--- src/rtl/ysyx_22050019_axi_pkg.sv ---
// Shared definitions for the AXI4-Lite SRAM bridge: response codes, FSM
// state encoding and the address window check.
package ysyx_22050019_axi_pkg;

   localparam logic [1:0] RESP_OKAY   = 2'b00;
   localparam logic [1:0] RESP_SLVERR = 2'b10;

   typedef enum logic [2:0] {
      ST_IDLE,
      ST_RD_WAIT,
      ST_RD_RESP,
      ST_WR_WAIT,
      ST_WR_RESP
   } axi_state_e;

   // One extra bit keeps an address below base from wrapping into the window.
   function automatic logic axi_in_range(input logic [63:0] addr,
                                         input logic [63:0] base,
                                         input logic [63:0] size);
      logic [64:0] offset;
      offset = {1'b0, addr} - {1'b0, base};
      return offset < {1'b0, size};
   endfunction

endpackage

--- src/rtl/ysyx_22050019_lat_cnt.sv ---
// Loadable 4-bit down-counter with a zero flag; times the wait between an
// AXI handshake and the memory strobe for both read and write paths.
module ysyx_22050019_lat_cnt (
   input  logic       clk,
   input  logic       rst,
   input  logic       load,
   input  logic [3:0] load_val,
   input  logic       dec,
   output logic       zero
);

   logic [3:0] cnt_q, cnt_d;

   always_comb begin
      cnt_d = cnt_q;
      if (load) begin
         cnt_d = load_val;
      end else if (dec && (cnt_q != 4'd0)) begin
         cnt_d = cnt_q - 4'd1;
      end
   end

   always_ff @(posedge clk) begin
      if (rst) begin
         cnt_q <= 4'd0;
      end else begin
         cnt_q <= cnt_d;
      end
   end

   assign zero = (cnt_q == 4'd0);

endmodule

--- src/rtl/ysyx_22050019_axi_sram.sv ---
// AXI4-Lite slave in front of the physical memory model: one outstanding
// transaction, programmable strobe latency, registered responses.
module ysyx_22050019_axi_sram
   import ysyx_22050019_axi_pkg::*;
#(
   parameter int                ADDR_W = 32,
   parameter int                RD_LAT = 1,
   parameter int                WR_LAT = 1,
   parameter logic [ADDR_W-1:0] BASE   = 32'h8000_0000,
   parameter logic [ADDR_W-1:0] SIZE   = 32'h0800_0000
) (
   input  logic              clk,
   input  logic              rst,
   input  logic [ADDR_W-1:0] araddr,
   input  logic              arvalid,
   output logic              arready,
   output logic [63:0]       rdata,
   output logic [1:0]        rresp,
   output logic              rvalid,
   input  logic              rready,
   input  logic [ADDR_W-1:0] awaddr,
   input  logic              awvalid,
   output logic              awready,
   input  logic [63:0]       wdata,
   input  logic [7:0]        wstrb,
   input  logic              wvalid,
   output logic              wready,
   output logic [1:0]        bresp,
   output logic              bvalid,
   input  logic              bready,
   output logic              mem_ren,
   output logic [63:0]       mem_raddr,
   input  logic [63:0]       mem_rdata,
   output logic              mem_wen,
   output logic [63:0]       mem_waddr,
   output logic [63:0]       mem_wdata,
   output logic [7:0]        mem_mask
);

   localparam int          PAD_W    = 64 - ADDR_W;
   localparam logic [63:0] BASE_X   = {{PAD_W{1'b0}}, BASE};
   localparam logic [63:0] SIZE_X   = {{PAD_W{1'b0}}, SIZE};
   localparam logic [3:0]  RD_LAT_C = 4'(RD_LAT);
   localparam logic [3:0]  WR_LAT_C = 4'(WR_LAT);

   axi_state_e        state_q, state_d;
   logic [ADDR_W-1:0] addr_q, addr_d;
   logic              range_q, range_d;
   logic [63:0]       wdata_q, wdata_d;
   logic [7:0]        wstrb_q, wstrb_d;
   logic [63:0]       rdata_q, rdata_d;
   logic [1:0]        rresp_q, rresp_d;
   logic [1:0]        bresp_q, bresp_d;
   logic              cnt_load, cnt_dec, cnt_zero;
   logic [3:0]        cnt_val;

   ysyx_22050019_lat_cnt u_lat_cnt (
      .clk      (clk),
      .rst      (rst),
      .load     (cnt_load),
      .load_val (cnt_val),
      .dec      (cnt_dec),
      .zero     (cnt_zero)
   );

   always_comb begin
      state_d  = state_q;
      addr_d   = addr_q;
      range_d  = range_q;
      wdata_d  = wdata_q;
      wstrb_d  = wstrb_q;
      rdata_d  = rdata_q;
      rresp_d  = rresp_q;
      bresp_d  = bresp_q;
      cnt_load = 1'b0;
      cnt_val  = 4'd0;
      cnt_dec  = 1'b0;
      arready  = 1'b0;
      awready  = 1'b0;
      wready   = 1'b0;
      mem_ren  = 1'b0;
      mem_wen  = 1'b0;
      case (state_q)
         ST_IDLE: begin
            arready = 1'b1;
            // Reads take priority; a write needs AW and W in the same cycle.
            if (arvalid) begin
               addr_d   = araddr;
               range_d  = axi_in_range({{PAD_W{1'b0}}, araddr}, BASE_X, SIZE_X);
               cnt_load = 1'b1;
               cnt_val  = RD_LAT_C;
               state_d  = ST_RD_WAIT;
            end else if (awvalid && wvalid) begin
               awready  = 1'b1;
               wready   = 1'b1;
               addr_d   = awaddr;
               range_d  = axi_in_range({{PAD_W{1'b0}}, awaddr}, BASE_X, SIZE_X);
               wdata_d  = wdata;
               wstrb_d  = wstrb;
               cnt_load = 1'b1;
               cnt_val  = WR_LAT_C;
               state_d  = ST_WR_WAIT;
            end
         end
         ST_RD_WAIT: begin
            if (cnt_zero) begin
               mem_ren = range_q;
               rdata_d = range_q ? mem_rdata : 64'd0;
               rresp_d = range_q ? RESP_OKAY : RESP_SLVERR;
               state_d = ST_RD_RESP;
            end else begin
               cnt_dec = 1'b1;
            end
         end
         ST_RD_RESP: begin
            if (rready) state_d = ST_IDLE;
         end
         ST_WR_WAIT: begin
            if (cnt_zero) begin
               mem_wen = range_q && (wstrb_q != 8'd0);
               bresp_d = range_q ? RESP_OKAY : RESP_SLVERR;
               state_d = ST_WR_RESP;
            end else begin
               cnt_dec = 1'b1;
            end
         end
         ST_WR_RESP: begin
            if (bready) state_d = ST_IDLE;
         end
         default: state_d = ST_IDLE;
      endcase
      // A transaction caught by reset must never reach the memory.
      if (rst) begin
         arready = 1'b0;
         awready = 1'b0;
         wready  = 1'b0;
         mem_ren = 1'b0;
         mem_wen = 1'b0;
      end
   end

   always_ff @(posedge clk) begin
      if (rst) begin
         state_q <= ST_IDLE;
         addr_q  <= '0;
         range_q <= 1'b0;
         wdata_q <= 64'd0;
         wstrb_q <= 8'd0;
         rdata_q <= 64'd0;
         rresp_q <= RESP_OKAY;
         bresp_q <= RESP_OKAY;
      end else begin
         state_q <= state_d;
         addr_q  <= addr_d;
         range_q <= range_d;
         wdata_q <= wdata_d;
         wstrb_q <= wstrb_d;
         rdata_q <= rdata_d;
         rresp_q <= rresp_d;
         bresp_q <= bresp_d;
      end
   end

   assign rvalid    = (state_q == ST_RD_RESP) && !rst;
   assign bvalid    = (state_q == ST_WR_RESP) && !rst;
   assign rdata     = rdata_q;
   assign rresp     = rresp_q;
   assign bresp     = bresp_q;
   assign mem_raddr = {{PAD_W{1'b0}}, addr_q};
   assign mem_waddr = {{PAD_W{1'b0}}, addr_q};
   assign mem_wdata = wdata_q;
   assign mem_mask  = wstrb_q;

endmodule

--- config.mk ---
export PLATFORM = sky130hd
export DESIGN_NAME = ysyx_22050019_axi_sram
export DESIGN_NICKNAME = d
export VERILOG_FILES = /design/src/rtl/ysyx_22050019_axi_pkg.sv /design/src/rtl/ysyx_22050019_lat_cnt.sv /design/src/rtl/ysyx_22050019_axi_sram.sv
export SDC_FILE = /design/constraint.sdc
export NUM_CORES = 1
export LEC_CHECK = 0
export CAP_MARGIN = 0
export CORE_AREA = 2 2 185 187
export CTS_CLUSTER_DIAMETER = 50
export CTS_CLUSTER_SIZE = 14
export DETAILED_ROUTE_END_ITERATION = 16
export DIE_AREA = 0 0 187 189
export HOLD_SLACK_MARGIN = 0.02
export SLEW_MARGIN = 20
export SYNTH_ARGS = -nofsm -noshare
export SYNTH_HDL_FRONTEND = slang
export SYNTH_SLANG_ARGS = --single-unit
--- constraint.sdc ---
create_clock -name clk -period 2.4 [get_ports clk]
set_clock_uncertainty 0.15 [all_clocks]
set_input_delay 0.48 -clock clk [delete_from_list [all_inputs] [get_ports clk]]
set_output_delay 0.48 -clock clk [all_outputs]
set_load 0.01 [all_outputs]
# --- Word level (Yosys, flattened, before mapping) ---
# Cells that the tools add are included.
op_classes:
  n_addsub: 3
  n_lt_le_gt_ge: 2
  n_eq_ne: 9
  muxes: 34
  n_bitwise: 1
  reduce_logical: 18
op_table:
  columns: ["op", "n"]
  rows:
  - ["$lt 65x28->1 const B", 2]
  - ["$sub 32x32->33 const B", 2]
  - ["$mux 32", 2]
  - ["$mux 64", 1]
  - ["$mux 1", 21]
  - ["$mux 3", 6]
  - ["$pmux 3 s5", 1]
  - ["$mux 4", 2]
  - ["$ne 2x2->1 const B", 4]
  - ["$reduce_bool 8->1", 1]
  - ["$eq 3x2->1 const B", 2]
  - ["$reduce_and 2->1", 3]
  - ["$logic_and 1x1->1", 5]
  - ["$reduce_and 5->1", 1]
  - ["$logic_not 4->1", 1]
  - ["$reduce_bool 2->1", 2]
  - ["$reduce_bool 4->1", 1]
  - ["$sub 4x1->4 const B", 1]
  - ["$eq 3x1->1 const B", 1]
  - ["$eq 3x3->1 const B", 1]
  - ["$logic_not 3->1", 1]
  - ["$ne 3x3->1 const B", 1]
  - ["$reduce_and 3->1", 1]
  - ["$mux 2", 1]
  - ["3 further kinds", 3]
word_totals:
  reg_bits: 180
  input_bits: 207
  output_inout_bits: 275

# --- Longest topological paths before layout ---
logic_depth:
  word_depth: 6
  ltp_mapped: 8
  ltp_nobuf: 6

# --- By module ---
# Synthesis repeated with hierarchy kept, for this count alone.
unflattened:
  cells_unflattened: 797
  area_unflattened_um2: 7733.7
by_module_without_submodules:
  columns: ["module", "instances", "cells_each", "area_each_um2", "seq_area_each_um2"]
  rows:
  - ["ysyx_22050019_axi_sram", 1, 768, 7470.9, 3483.3]
  - ["ysyx_22050019_lat_cnt", 1, 29, 262.8, 80.1]

# --- Least setup slack after synthesis ---
# Ideal clock, no wire load.
synth_timing:
  path_type: "register -> output"
  from: "register state_q[1]"
  to: "output wready"
  t_arrival_ns: 1.817
  setup_slack_ns: -0.047
  stages_incl_launch_ff: 8
  path_buffers: 4
  path_cell_list: "dfxtp_1 > buf_6 > or3_4 > or3_1 > buf_6 > buf_6 > nor2_1 > buf_4"
synth_via:
  elab_chain_len: 3
synth_rtl:
  columns: ["element", "line", "source"]
  rows:
  - ["from (decl)", "ysyx_22050019_axi_sram.sv:46", "axi_state_e state_q, state_d;"]
  - ["from (signal assigned)", "ysyx_22050019_axi_sram.sv:153", "state_q <= state_d;"]
  - ["$logic_not 3->1", null, null]
  - ["$mux 1 (2 in series)", null, null]
  - ["to (decl)", "ysyx_22050019_axi_sram.sv:27", "output logic wready,"]
# No other way between the ends.

# --- Worst setup path in the final report ---
layout_timing:
  from: "register u_lat_cnt.cnt_q[0]"
  to: "output mem_ren"
layout_via:
  elab_chain_len: 4
layout_rtl:
  columns: ["element", "line", "source"]
  rows:
  - ["from (decl)", "ysyx_22050019_lat_cnt.sv:12", "logic [3:0] cnt_q, cnt_d;"]
  - ["from (signal assigned)", "ysyx_22050019_lat_cnt.sv:27", "cnt_q <= cnt_d;"]
  - ["$logic_not 4->1", "ysyx_22050019_lat_cnt.sv:31", "assign zero = (cnt_q == 4'd0);"]
  - ["$mux 1", "ysyx_22050019_axi_sram.sv:106", "if (cnt_zero) begin"]
  - ["$mux 1", "ysyx_22050019_axi_sram.sv:83", "case (state_q)"]
  - ["$mux 1", "ysyx_22050019_axi_sram.sv:133", "if (rst) begin"]
  - ["to (decl)", "ysyx_22050019_axi_sram.sv:31", "output logic mem_ren,"]
# No other way between the ends.

==> results.toml <==
[critical_path]
max_stage_delay_ps = 370
arrival_ps = 1880
critPathMaxFanout = 2
crit_type = "reg -> out"
cp-end-kind = "output pin"
cp_cell_sequence = "inv_2 > ha_4 > or3b_4 > or3_4 > nor2_4 > buf_6"
required_ps = 1770
crit_path_top_delay_cell = "or3b_4"
cp-start-kind = "register"

[yosys]
netlist_top_cells_area = "dfxtp_1 47%, nand2_1 10%, buf_4 10%, a21oi_1 9.2%, nand3_1 4.4%"
synth_seq_area_share_pct = 46.9
synthFlopType = "dfxtp_1"
synth_warnings = 0
synth-seq-cells = 178
synth_edf_count = 0
yosysTopAreaCell = "dfxtp_1"
synth.distinct_cells = 36
async_flop_share_pct = 0
avgSynthCellArea_um2 = 8.31
synth.cell_area_um2 = 7590
syn_inst = 914
synth_top_cell_area_share_pct = 46.9

[floorplanning]
die_x_um = 187
die-height_um = 189
die_area_um2 = 35300
core.rowCount = 67
start_util_pct = 22.8
core_um2 = 33300
ios = 482

[finish]
drive_gt1_share_pct = 7.35
diodes = 0
multi_input_area_um2 = 3190
syn2layout_area_growth_pct = 62.7
seq_area_um2 = 3570
post-route-util_pct = 37.1
nets = 1489
fill_cells = 3425

[routing]
ant_nets = 0
drtIter0Drc = 357
wl_per_cell_um = 14.9
firstDrtPassIters = 4
routed-via-count = 7248
drt_wl_total_mm = 26.0
remaining_drc_errors = 0
drt-vias-per-instance = 4.16

[power_and_ir_drop]
vdd_drop_max_uv = 484
p_leak_nw = 4.39
power_per_cell_area_nw_per_um2 = 689

[place]
portBuffers = 415
gp_congestion = 0.758
dp_hpwl_mm = 18.8

[global_routing]
grt_max_degree = 133
grt_pass1_wl_mm = 39.3
grt_use_total_pct = 14.1
grt-ovfl-total = 0
antenna_found_initial = 0
grt_pass1_vias = 6857

[status]
violations = "negative setup slack"
status = "finished, violations left"

[timing]
final.setup.worst_slack_ps = -113
hold_viol = 0
min_period_ps = 2510
worstMarginPinSlew_ps = 775
relSlewSlack_pct = 48.3
setup_viol = 3
final.period_utilization_pct = 105
finalSetupTns_ps = -166
timing.final.max_slew_violations = 0
rsz0062_at_grt = "true"
max_freq_mhz = 398

[clock_tree]
insertion_delay_ps = 420
cts-root-buf = "clkbuf_16"
cts.sinks = 178
cts_inserted_buffers = 17
clk_pin_slew_worst_paths_ps = 70
clk_path_buf_depth = 2
cts_tree = "built"
htreeDepth = 4

[job]
maxCapViolCount = 0

[min_path]
hold_class = "in -> reg"
cells by family (layout without fill, tap and decap cells):
group	after synthesis	in the layout	share of synthesized area [%]
and+or+nand+nor	346	346	19.5
AOI/OAI and AO/OA	179	179	13.2
DFF	178	178	46.9
buffers and inverters	172	486	15.3
muxes	33	33	4.35
xor gates and xnor gates	3	3	0.346
adders and majority gates	2	2	0.330
other	1	66	0.0494
power breakdown:
group	internal [mW]	switching (mW)	total, mW
Clock	1.39	1.32	2.71
Combinational	1.27	1.17	2.44
Sequential	3.19	0.164	3.35
Total	5.85	2.66	8.51
layout make-up:
class                      count  share of cell area, %
tap                          448                   4.54
timing repair buffer         450                   36.2
inverter                       4                  0.122
multi-input combinational    629                   25.8
clock buffer                  18                   3.56
sequential                   178                   28.9
clock inverter                14                  0.952
cells in the final DEF, fill, tap and decap left out, drive strengths merged, types with 5 or more instances in the layout:
| cell | instances |
|---|---|
| a211oi | 34 |
| a21oi | 140 |
| buf | 40 |
| clkbuf | 20 |
| clkdlybuf4s50 | 406 |
| conb | 66 |
| dfxtp | 178 |
| inv | 12 |
| mux2i | 33 |
| nand2 | 210 |
| nand2b | 5 |
| nand3 | 67 |
| nor2 | 41 |
| nor3 | 8 |
what timing repair did:
action,CTS,global route
hold buffers,0,0
endpoints found under the setup margin,7,6
pin swaps,3,1
buffers inserted,0,1
resized for setup,25,18
worst paths after layout:
| path | from | endpoint | slack, ps | cells past startpoint |
|---|---|---|---|---|
| worst min-delay path | rst | rdata[48] | 150 | 2 |
| worst max register to register | u_lat_cnt.cnt_q[0] | rdata[26] | 250 | 7 |
| worst min register to register | rdata[62] | rdata[62] | 300 | 2 |
| worst max-delay path | u_lat_cnt.cnt_q[0] | mem_ren | -110 | 6 |
registers in the layout, indices dropped and copies added (netlist names):
name	cells
u_lat_cnt.cnt_q	4
state_q	3
range_q	1
rdata	64
mem_wdata	64
addr_q	32
bresp	1
mem_mask	8
rresp	1
stage by stage:
step,cell area [um^2],power [mW],setup WS (ps),instances,hold WS [ps]
6_report,12400,8.51,-113,1741,154
5_1_grt,12400,8.99,-190,1741,136
4_1_cts,12300,8.63,-208,1740,132
3_5_place_dp,11700,5.85,-449,1708,292
3_3_place_gp,11700,5.82,-439,1708,287
2_1_floorplan,7840,4.71,30.1,979,326
worst max-delay path, delay by kind of cell (launching register included):
kind,cells,cell delay (ps)
and+or+nand+nor,3,830
DFF,1,320
buffers and inverters,2,180
adders and majority gates,1,130
Yosys cell counts, drive strengths merged (2+ instances only):
| cell type | number |
|---|---|
| nand2 | 210 |
| dfxtp | 178 |
| a21oi | 140 |
| buf | 137 |
| nand3 | 67 |
| nor2 | 41 |
| a211oi | 34 |
| mux2i | 33 |
| clkbuf | 31 |
| nor3 | 8 |
| nand2b | 5 |
| inv | 4 |
| nor4 | 4 |
| or3 | 4 |
| ha | 2 |
| nand3b | 2 |
| xor2 | 2 |
routing by layer:
metal	share of wire [%]	vias up	global-route usage [%]
met5	0	-	0
met4	1.9	0	4.70
met3	5.6	23	3.17
met2	51	299	25.0
met1	41	3310	16.9
li1	-	3616	-
Note: power is estimated with default switching activity, not from simulation.
